==> config.mk <==
export PLATFORM = sky130hd
export DESIGN_NAME = dut_driver_flat
export DESIGN_NICKNAME = d
export VERILOG_FILES = /design/src/rtl/dut_driver_if.sv /design/src/rtl/dut_driver.sv /design/src/flat_wrapper.sv
export SDC_FILE = /design/constraint.sdc
export NUM_CORES = 1
export LEC_CHECK = 0
export BUFFER_PORTS_ARGS = -buffer_cell sky130_fd_sc_hd__buf_2
export CORE_MARGIN = 3
export CORE_UTILIZATION = 45
export DETAILED_ROUTE_END_ITERATION = 8
export GPL_ROUTABILITY_DRIVEN = 0
export GPL_TIMING_DRIVEN = 0
export SLEW_MARGIN = 15
export SYNTH_ARGS = -nofsm -noshare
export SYNTH_HDL_FRONTEND = slang
export SYNTH_SLANG_ARGS = --single-unit
==> constraint.sdc <==
create_clock -name CLK -period 4.5 [get_ports CLK]
set_clock_uncertainty 0.05 [all_clocks]
set_input_delay 0.9 -clock CLK [delete_from_list [all_inputs] [get_ports CLK]]
set_output_delay 0.9 -clock CLK [all_outputs]
set_load 0.005 [all_outputs]
==> src/rtl/dut_driver_if.sv <==
// Command, downstream read/write and response signals of dut_driver.
// "slave" is the dut_driver side; "master" is the side that drives it.
interface dut_driver_if;
    logic       cmd_en;
    logic       cmd_is_read;
    logic [2:0] cmd_address;
    logic       cmd_data;
    logic       cmd_rdy;
    logic [2:0] write_address;
    logic       write_data;
    logic       write_en;
    logic       write_rdy;
    logic [2:0] read_address;
    logic       read_en;
    logic       read_data;
    logic       read_rdy;
    logic       resp_en;
    logic [2:0] resp_address;
    logic       resp_data;
    logic       resp_rdy;

    modport slave (
        input  cmd_en, cmd_is_read, cmd_address, cmd_data,
        output cmd_rdy,
        output write_address, write_data, write_en,
        input  write_rdy,
        output read_address, read_en,
        input  read_data, read_rdy,
        input  resp_en,
        output resp_address, resp_data, resp_rdy
    );

    modport master (
        output cmd_en, cmd_is_read, cmd_address, cmd_data,
        input  cmd_rdy,
        input  write_address, write_data, write_en,
        output write_rdy,
        input  read_address, read_en,
        output read_data, read_rdy,
        output resp_en,
        input  resp_address, resp_data, resp_rdy
    );
endinterface

==> src/rtl/dut_driver.sv <==
// In-order command driver: 4-entry command FIFO issuing to write/read methods, 4-entry response FIFO.
// Optional DUT_DRIVER_STATS_EN adds saturating wr_count/rd_count issue counters.
module dut_driver (
    input  logic        CLK,
    input  logic        RST_N,
    dut_driver_if.slave bus
`ifdef DUT_DRIVER_STATS_EN
    ,
    output logic [7:0]  wr_count,
    output logic [7:0]  rd_count
`endif
);
    typedef enum logic [1:0] {
        ST_IDLE  = 2'd0,
        ST_ISSUE = 2'd1,
        ST_STALL = 2'd2
    } head_state_e;

    logic       cmd_is_read_r [4];
    logic [2:0] cmd_addr_r    [4];
    logic       cmd_data_r    [4];
    logic [1:0] cmd_wr_ptr_r;
    logic [1:0] cmd_rd_ptr_r;
    logic [2:0] cmd_count_r;

    logic [2:0] resp_addr_r [4];
    logic       resp_data_r [4];
    logic [1:0] resp_wr_ptr_r;
    logic [1:0] resp_rd_ptr_r;
    logic [2:0] resp_count_r;

    head_state_e head_state_s;
    logic        head_is_read_s;
    logic        cmd_rdy_s;
    logic        cmd_push_s;
    logic        cmd_pop_s;
    logic        write_go_s;
    logic        read_go_s;
    logic        resp_rdy_s;
    logic        resp_pop_s;

    // Classify the head entry and derive the issue strobes; low RST_N forces everything idle.
    always_comb begin
        head_is_read_s = cmd_is_read_r[cmd_rd_ptr_r];
        cmd_rdy_s      = RST_N && (cmd_count_r < 3'd4);
        resp_rdy_s     = RST_N && (resp_count_r != 3'd0);
        head_state_s   = ST_IDLE;
        write_go_s     = 1'b0;
        read_go_s      = 1'b0;
        if (!RST_N || (cmd_count_r == 3'd0)) begin
            head_state_s = ST_IDLE;
        end else if (head_is_read_s ? (bus.read_rdy && (resp_count_r < 3'd4)) : bus.write_rdy) begin
            head_state_s = ST_ISSUE;
        end else begin
            head_state_s = ST_STALL;
        end
        case (head_state_s)
            ST_ISSUE: begin
                if (head_is_read_s) begin
                    read_go_s = 1'b1;
                end else begin
                    write_go_s = 1'b1;
                end
            end
            default: begin
                write_go_s = 1'b0;
                read_go_s  = 1'b0;
            end
        endcase
        cmd_push_s = bus.cmd_en && cmd_rdy_s;
        cmd_pop_s  = write_go_s || read_go_s;
        resp_pop_s = bus.resp_en && resp_rdy_s;
    end

    assign bus.cmd_rdy       = cmd_rdy_s;
    assign bus.write_address = cmd_addr_r[cmd_rd_ptr_r];
    assign bus.write_data    = cmd_data_r[cmd_rd_ptr_r];
    assign bus.write_en      = write_go_s;
    assign bus.read_address  = cmd_addr_r[cmd_rd_ptr_r];
    assign bus.read_en       = read_go_s;
    assign bus.resp_address  = resp_addr_r[resp_rd_ptr_r];
    assign bus.resp_data     = resp_data_r[resp_rd_ptr_r];
    assign bus.resp_rdy      = resp_rdy_s;

    // Command FIFO pointers and occupancy.
    always_ff @(posedge CLK) begin
        if (!RST_N) begin
            cmd_wr_ptr_r <= 2'd0;
            cmd_rd_ptr_r <= 2'd0;
            cmd_count_r  <= 3'd0;
        end else begin
            if (cmd_push_s) cmd_wr_ptr_r <= cmd_wr_ptr_r + 2'd1;
            if (cmd_pop_s)  cmd_rd_ptr_r <= cmd_rd_ptr_r + 2'd1;
            cmd_count_r <= cmd_count_r + {2'b00, cmd_push_s} - {2'b00, cmd_pop_s};
        end
    end

    // Command FIFO storage; contents are qualified by the count, so no reset needed.
    always_ff @(posedge CLK) begin
        if (cmd_push_s) begin
            cmd_is_read_r[cmd_wr_ptr_r] <= bus.cmd_is_read;
            cmd_addr_r[cmd_wr_ptr_r]    <= bus.cmd_address;
            cmd_data_r[cmd_wr_ptr_r]    <= bus.cmd_data;
        end
    end

    // Response FIFO pointers and occupancy; a read issue pushes, resp_en pops.
    always_ff @(posedge CLK) begin
        if (!RST_N) begin
            resp_wr_ptr_r <= 2'd0;
            resp_rd_ptr_r <= 2'd0;
            resp_count_r  <= 3'd0;
        end else begin
            if (read_go_s)  resp_wr_ptr_r <= resp_wr_ptr_r + 2'd1;
            if (resp_pop_s) resp_rd_ptr_r <= resp_rd_ptr_r + 2'd1;
            resp_count_r <= resp_count_r + {2'b00, read_go_s} - {2'b00, resp_pop_s};
        end
    end

    // Response FIFO storage captures the issued address with the returned data.
    always_ff @(posedge CLK) begin
        if (read_go_s) begin
            resp_addr_r[resp_wr_ptr_r] <= cmd_addr_r[cmd_rd_ptr_r];
            resp_data_r[resp_wr_ptr_r] <= bus.read_data;
        end
    end

`ifdef DUT_DRIVER_STATS_EN
    logic [7:0] wr_count_r;
    logic [7:0] rd_count_r;

    // Saturating issue counters.
    always_ff @(posedge CLK) begin
        if (!RST_N) begin
            wr_count_r <= 8'd0;
            rd_count_r <= 8'd0;
        end else begin
            if (write_go_s && (wr_count_r != 8'hFF)) wr_count_r <= wr_count_r + 8'd1;
            if (read_go_s && (rd_count_r != 8'hFF))  rd_count_r <= rd_count_r + 8'd1;
        end
    end

    assign wr_count = wr_count_r;
    assign rd_count = rd_count_r;
`endif
endmodule

==> src/flat_wrapper.sv <==
// flat-port wrapper written by rule: the top's interface ports become plain ports
module dut_driver_flat 
  (CLK, RST_N, bus_cmd_en, bus_cmd_is_read, bus_cmd_address, bus_cmd_data, bus_cmd_rdy, bus_write_address, bus_write_data, bus_write_en, bus_write_rdy, bus_read_address, bus_read_en, bus_read_data, bus_read_rdy, bus_resp_en, bus_resp_address, bus_resp_data, bus_resp_rdy);
  dut_driver_if bus_i ();
  input  logic CLK;
  input  logic RST_N;
  input wire logic [$bits(bus_i.cmd_en)-1:0] bus_cmd_en;
  input wire logic [$bits(bus_i.cmd_is_read)-1:0] bus_cmd_is_read;
  input wire logic [$bits(bus_i.cmd_address)-1:0] bus_cmd_address;
  input wire logic [$bits(bus_i.cmd_data)-1:0] bus_cmd_data;
  output wire logic [$bits(bus_i.cmd_rdy)-1:0] bus_cmd_rdy;
  output wire logic [$bits(bus_i.write_address)-1:0] bus_write_address;
  output wire logic [$bits(bus_i.write_data)-1:0] bus_write_data;
  output wire logic [$bits(bus_i.write_en)-1:0] bus_write_en;
  input wire logic [$bits(bus_i.write_rdy)-1:0] bus_write_rdy;
  output wire logic [$bits(bus_i.read_address)-1:0] bus_read_address;
  output wire logic [$bits(bus_i.read_en)-1:0] bus_read_en;
  input wire logic [$bits(bus_i.read_data)-1:0] bus_read_data;
  input wire logic [$bits(bus_i.read_rdy)-1:0] bus_read_rdy;
  input wire logic [$bits(bus_i.resp_en)-1:0] bus_resp_en;
  output wire logic [$bits(bus_i.resp_address)-1:0] bus_resp_address;
  output wire logic [$bits(bus_i.resp_data)-1:0] bus_resp_data;
  output wire logic [$bits(bus_i.resp_rdy)-1:0] bus_resp_rdy;
  assign bus_i.cmd_en = bus_cmd_en;
  assign bus_i.cmd_is_read = bus_cmd_is_read;
  assign bus_i.cmd_address = bus_cmd_address;
  assign bus_i.cmd_data = bus_cmd_data;
  assign bus_cmd_rdy = bus_i.cmd_rdy;
  assign bus_write_address = bus_i.write_address;
  assign bus_write_data = bus_i.write_data;
  assign bus_write_en = bus_i.write_en;
  assign bus_i.write_rdy = bus_write_rdy;
  assign bus_read_address = bus_i.read_address;
  assign bus_read_en = bus_i.read_en;
  assign bus_i.read_data = bus_read_data;
  assign bus_i.read_rdy = bus_read_rdy;
  assign bus_i.resp_en = bus_resp_en;
  assign bus_resp_address = bus_i.resp_address;
  assign bus_resp_data = bus_i.resp_data;
  assign bus_resp_rdy = bus_i.resp_rdy;
  dut_driver u_core (.CLK(CLK), .RST_N(RST_N), .bus(bus_i));
endmodule
# Yosys cells after proc, flatten, opt, wreduce, memory -nomap -nowiden

Memory sizes are Yosys's and may differ from the RTL's. A register that Yosys moved wholly into a read port is not among the register bits.
Index checks and enable logic that the tools add are counted.

Register bits after elaboration: 14
RAM bits: 36
Bits of input ports: 12
Output and inout bits: 15
Word-level logic and storage cells: 53
Memories kept: 5

Memories:

| name                 | depth | width | rd ports | clocked after memory_dff | wr ports | RTL line         | RTL |
|---|---|---|---|---|---|---|---|
| u_core.cmd_addr_r    | 4     | 3     | 1        | 1                        | 1        | dut_driver.sv:20 | `logic [2:0] cmd_addr_r [4];` |
| u_core.resp_addr_r   | 4     | 3     | 1        | 1                        | 1        | dut_driver.sv:26 | `logic [2:0] resp_addr_r [4];` |
| u_core.cmd_data_r    | 4     | 1     | 1        | 1                        | 1        | dut_driver.sv:21 | `logic cmd_data_r [4];` |
| u_core.cmd_is_read_r | 4     | 1     | 1        | 1                        | 1        | dut_driver.sv:19 | `logic cmd_is_read_r [4];` |
| u_core.resp_data_r   | 4     | 1     | 1        | 1                        | 1        | dut_driver.sv:27 | `logic resp_data_r [4];` |

$add $sub $neg: 8
Magnitude comparators: 2
Equality and inequality tests: 1
Multiplexer cells: 21
Reduce and logical (&&, ||, !) cells: 10

Operators with widths:

| cell                                                | count |
|---|---|
| two-way mux 2 bit                                   | 12 |
| two-way mux 1 bit                                   | 9 |
| adder 2 x 1 -> 2 bit, second input constant         | 4 |
| adder 3 x 1 -> 3 bit                                | 2 |
| < comparator 3 bit, second input constant           | 2 |
| subtractor 3 x 1 -> 3 bit                           | 2 |
| logical AND 1 bit                                   | 5 |
| logical NOT 3 bit                                   | 1 |
| nonzero test 3 bit                                  | 1 |
| equality test 2 x 1 -> 1 bit, second input constant | 1 |
| logical OR 1 bit                                    | 2 |
| logical NOT 1 bit                                   | 1 |

# Logic depth before layout (Yosys ltp)

Word-level depth: 10
Depth in mapped cells: 13
Depth with buffers taken out: 10

# Worst setup path after synthesis

No wires, ideal clock.

Path kind: input to register
Start: input port bus_read_rdy
End: register u_core.cmd_count_r[2]
Library setup time: 0.115 ns
Arrival time: 2.770 ns
Required time: 4.335 ns
Setup slack: 1.565 ns
Stages on the path: 12
Buffers on the path: 2
Cells stage by stage: nor2b_1 > and4_4 > buf_6 > or2_1 > buf_6 > ha_1 > inv_1 > ha_1 > inv_1 > fa_1 > xnor2_1 > and2_1

Cells in the longest elaborated chain, start to end: 8
Elaborated cells between the ends (all ways): 9
Classes of those cells: add/sub: 1; eq/ne: 1; mux: 5; reduce/logical: 2

Ends and longest elaborated chain:

| element                      | RTL line           | RTL |
|---|---|---|
| start, declared              | flat_wrapper.sv:19 | `input wire logic [$bits(bus_i.read_rdy)-1:0] bus_read_rdy;` |
| logical AND 1 bit            | dut_driver.sv:52   | `end else if (head_is_read_s ? (bus.read_rdy && (resp_count_r < 3'd4)) : bus.write_rdy) begin` |
| two-way mux 1 bit            | dut_driver.sv:52   |  |
| two-way mux 2 bit            | dut_driver.sv:52   |  |
| two-way mux 2 bit            | dut_driver.sv:50   | `if (!RST_N \|\| (cmd_count_r == 3'd0)) begin` |
| equality test 2 x 1 -> 1 bit | dut_driver.sv:57   | `case (head_state_s)` |
| two-way mux 1 bit            | dut_driver.sv:57   |  |
| via bus_read_en              | flat_wrapper.sv:17 | `output wire logic [$bits(bus_i.read_en)-1:0] bus_read_en;` |
| logical OR 1 bit             | dut_driver.sv:71   | `cmd_pop_s = write_go_s \|\| read_go_s;` |
| subtractor 3 x 1 -> 3 bit    | dut_driver.sv:94   | `cmd_count_r <= cmd_count_r + {2'b00, cmd_push_s} - {2'b00, cmd_pop_s};` |
| end signal, assigned         | dut_driver.sv:94   |  |
| end, declared                | dut_driver.sv:24   | `logic [2:0] cmd_count_r;` |

The timed path passes the listed nets, and every way through them passes these cells.
A chain may end at the register's enable or synchronous reset.

==> qor.yml <==
outcome:
  status: "complete, no violations"
finish:
  antenna_cells: 0
  final_cells: 247
  area_growth_pct: 13.5
  drive_above_1_share: 0.283
  finalNetCount: 205
  layout_common_cells: "36 x edfxtp_1, 26 x buf_2, 18 x dfxtp_1"
  final_common_cell: "edfxtp_1"
hold_path:
  hold_class: "reg -> reg"
  hold_start: "u_core.cmd_wr_ptr_r[1]"
  min_path_cells: 2
power_and_ir_drop:
  ir_drop_mv: 0.176
  leakagePower_nw: 1.02
  p_comb_frac: 0.241
  power_w: 0.00120
  power_density_nw_per_um2: 457
  p_switching_w: 0.000321
  p_sw_frac: 0.268
  clockPowerShare: 0.238
  p_seq_frac: 0.522
  intPower_w: 0.000877
floorplan:
  dieWidth_um: 77.6
  die_h_um: 77.6
  die_area_sq_um: 6030
  pin_count: 27
  num_rows: 25
  start_util: 0.476
  core_area_sq_um: 4850
synthesis:
  synth_top_cell_by_area: "edfxtp_1"
  synthSimpleGateAreaFrac: 0.0905
  synth_area_leaders: "edfxtp_1 47%, dfxtp_1 16%, ha_1 6.5%, mux4_2 4.9%, mux4_1 4.6%"
  synthAdderAreaFrac: 0.0823
  synth-xor-area-share: 0.0303
  synth.area.mux_share: 0.112
  synth_compound_area_frac: 0.0157
  ys.flop_type: "edfxtp_1"
  async_flop_share: 0
  syn-cell-area_sq_um: 2310
  synth_top_family_by_area: "multiplexers"
  ys_warn_count: 0
  synth.distinct_cells: 27
  synth_fp_nets: 172
  postSynthAreaPerCell_sq_um: 15.8
  yosysSeqAreaShare: 0.624
  synth_seq_cells: 54
  synth_top_area_frac: 0.468
  netlist_instances: 146
  synth_edf_count: 36
drt:
  dr_total_vias: 1193
  wirelength_mm: 3.39
  final_antenna_net_count: 0
  wl_per_cell_um: 13.7
  drt_iter0_drc: 40
  drc_errors: 0
  viasPerCell: 4.83
  dr.pass1.iters: 4
timing:
  timing.final.crit_period_ps: 2980
  drv_slew: 0
  rsz0062_at_grt: "false"
  holdWs_ps: 465
  setup_ws_ps: 1520
  setup_viol: 0
  max-slew-margin-rel: 0.716
  finalHoldViolations: 0
  finalSetupTns_ps: 0
  clock.fmax_mhz: 336
  worst_pin_slew_ps: 426
  post-route-period-util: 0.662
clock_network:
  clk_path_buf_depth: 2
  cts_max_level: 2
  cts_tree: "yes"
  cts_root_buffer: "clkbuf_8"
  cts.sinks: 54
  cts_buffers: 5
  cts-resized-gates: 0
  postCtsHoldBufs: 0
  worstSkewPairLatency_ps: 310
  cts_setup_buffers: 0
  clkTransAtPathRegs_ps: 90
worst_setup_path:
  required_ps: 4660
  cpMostUsedCell: "buf_6"
  critPathCaptureType: "register"
  cpMaxStageDelayCell: "mux4_2"
  crit_cells: 13
  critPathBufInv: 5
  rr_endpoint: "u_core.cmd_count_r[2]"
  critPathArrivalTime_ps: 3140
  startpoint_type: "register"
  crit_fanout: 9
  reg2reg_slack_ps: 1520
  cp_top_family: "adder cells"
  crit_type: "reg -> reg"
  crit_path_end: "u_core.cmd_count_r[2]"
  slowest_delay_ps: 550
  cp_cell_sequence: "buf_6, mux4_2, and4_4, buf_6, or2_1, buf_6, ha_1, inv_1, ha_1, inv_1, fa_1, xnor2_1, and2_1"
  reg2reg_depth: 13
global_route:
  globalRouteMet2Util: 0.217
  antenna_found_initial: 0
  use_met1: 0.142
  grt_max_degree: 18
  grtUsageTotal: 0.124
  grt-ovfl-total: 0
  grt_use_met3: 0.0278
  grt_pass1_vias: 1257
  grt_pass1_wl_mm: 5.80
  top_usage_layer: "met2"
place:
  dpl.hpwl_mm: 2.44
  place_worst_setup_slack_ps: 1330
  placedCellCount: 239
  io_buffers: 26
flow_run:
  cap_violations: 0
==> registers in the layout, indices dropped and copies added (netlist names), named ones only <==
name,flops
u_core.cmd_count_r,3
u_core.resp_wr_ptr_r,2
u_core.cmd_wr_ptr_r,2
u_core.cmd_addr_r,12
u_core.cmd_rd_ptr_r,2
u_core.resp_rd_ptr_r,2
u_core.cmd_data_r,4
u_core.resp_count_r,3
u_core.resp_data_r,4
u_core.cmd_is_read_r,4
u_core.resp_addr_r,12
==> cells by family after synthesis <==
group / after synthesis
DFF: 54
and+or+nand+nor: 33
buffers and inverters: 19
adders and majority gates: 14
muxes: 13
xor gates and xnor gates: 8
AOI/OAI and AO/OA: 5
==> stage by stage <==
step | cell area [sq um] | utilization
2_1_floorplan | 2310 | -
3_3_place_gp | 2520 | 0.521
3_5_place_dp | 2520 | 0.521
4_1_cts | 2620 | 0.541
5_1_grt | 2620 | 0.541
6_report | 2620 | 0.541
==> how the worst min path moves through the flow <==
stage,to,slack [ps]
detailed placement,u_core.cmd_rd_ptr_r[0],440
global route,u_core.cmd_wr_ptr_r[1],490
floorplan,register,410
CTS,u_core.cmd_wr_ptr_r[1],470
global placement,u_core.cmd_rd_ptr_r[0],420
finish,u_core.cmd_wr_ptr_r[1],470
==> power by group through the flow <==
stage,logic (W),registers [W],clock network (W)
floorplan,0.000219,0.000627,0
global placement,0.000284,0.000634,0
detailed placement,0.000292,0.000636,0
CTS,0.000295,0.000626,0.000294
global route,0.000333,0.000634,0.000311
finish,0.000288,0.000625,0.000284
==> worst min-delay path: cells and delay by family (launching register included) <==
family	cells	cell delay, ps
flip-flops	1	350
AND/OR/NAND/NOR	1	60
AO/OA/AOI/OAI	1	60
==> cell usage after synthesis, types with 2 or more instances <==
library cell and number:
nand2_1 5, clkbuf_1 2, and2_1 10, buf_6 3, inv_1 11, mux4_2 5, mux2i_1 4, xnor2_1 6
fa_1 2, edfxtp_1 36, ha_1 12, dfxtp_1 18, and2_2 4, mux4_1 4, xor2_1 2, and3_1 4
buf_4 3, nor2b_1 4, o21ai_0 2, or3_1 2
==> metal layers <==
metal | part of all wire | wire length, um
met1 | 0.42 | 1430
met2 | 0.51 | 1730
met3 | 0.045 | 154
met5 | 0 | 0
met4 | 0.021 | 71
==> area by class of cell <==
class	count	area, sq um
Inverter	11	41.3
Clock inverter	2	16.3
Clock buffer	6	82.6
Buffer	8	63.8
Multi-Input combinational cell	73	763
Tap cell	67	83.8
Timing Repair Buffer	26	130
Sequential cell	54	1440
Fill cell	410	2230
No activity file was read; power rests on OpenSTA's default activity.
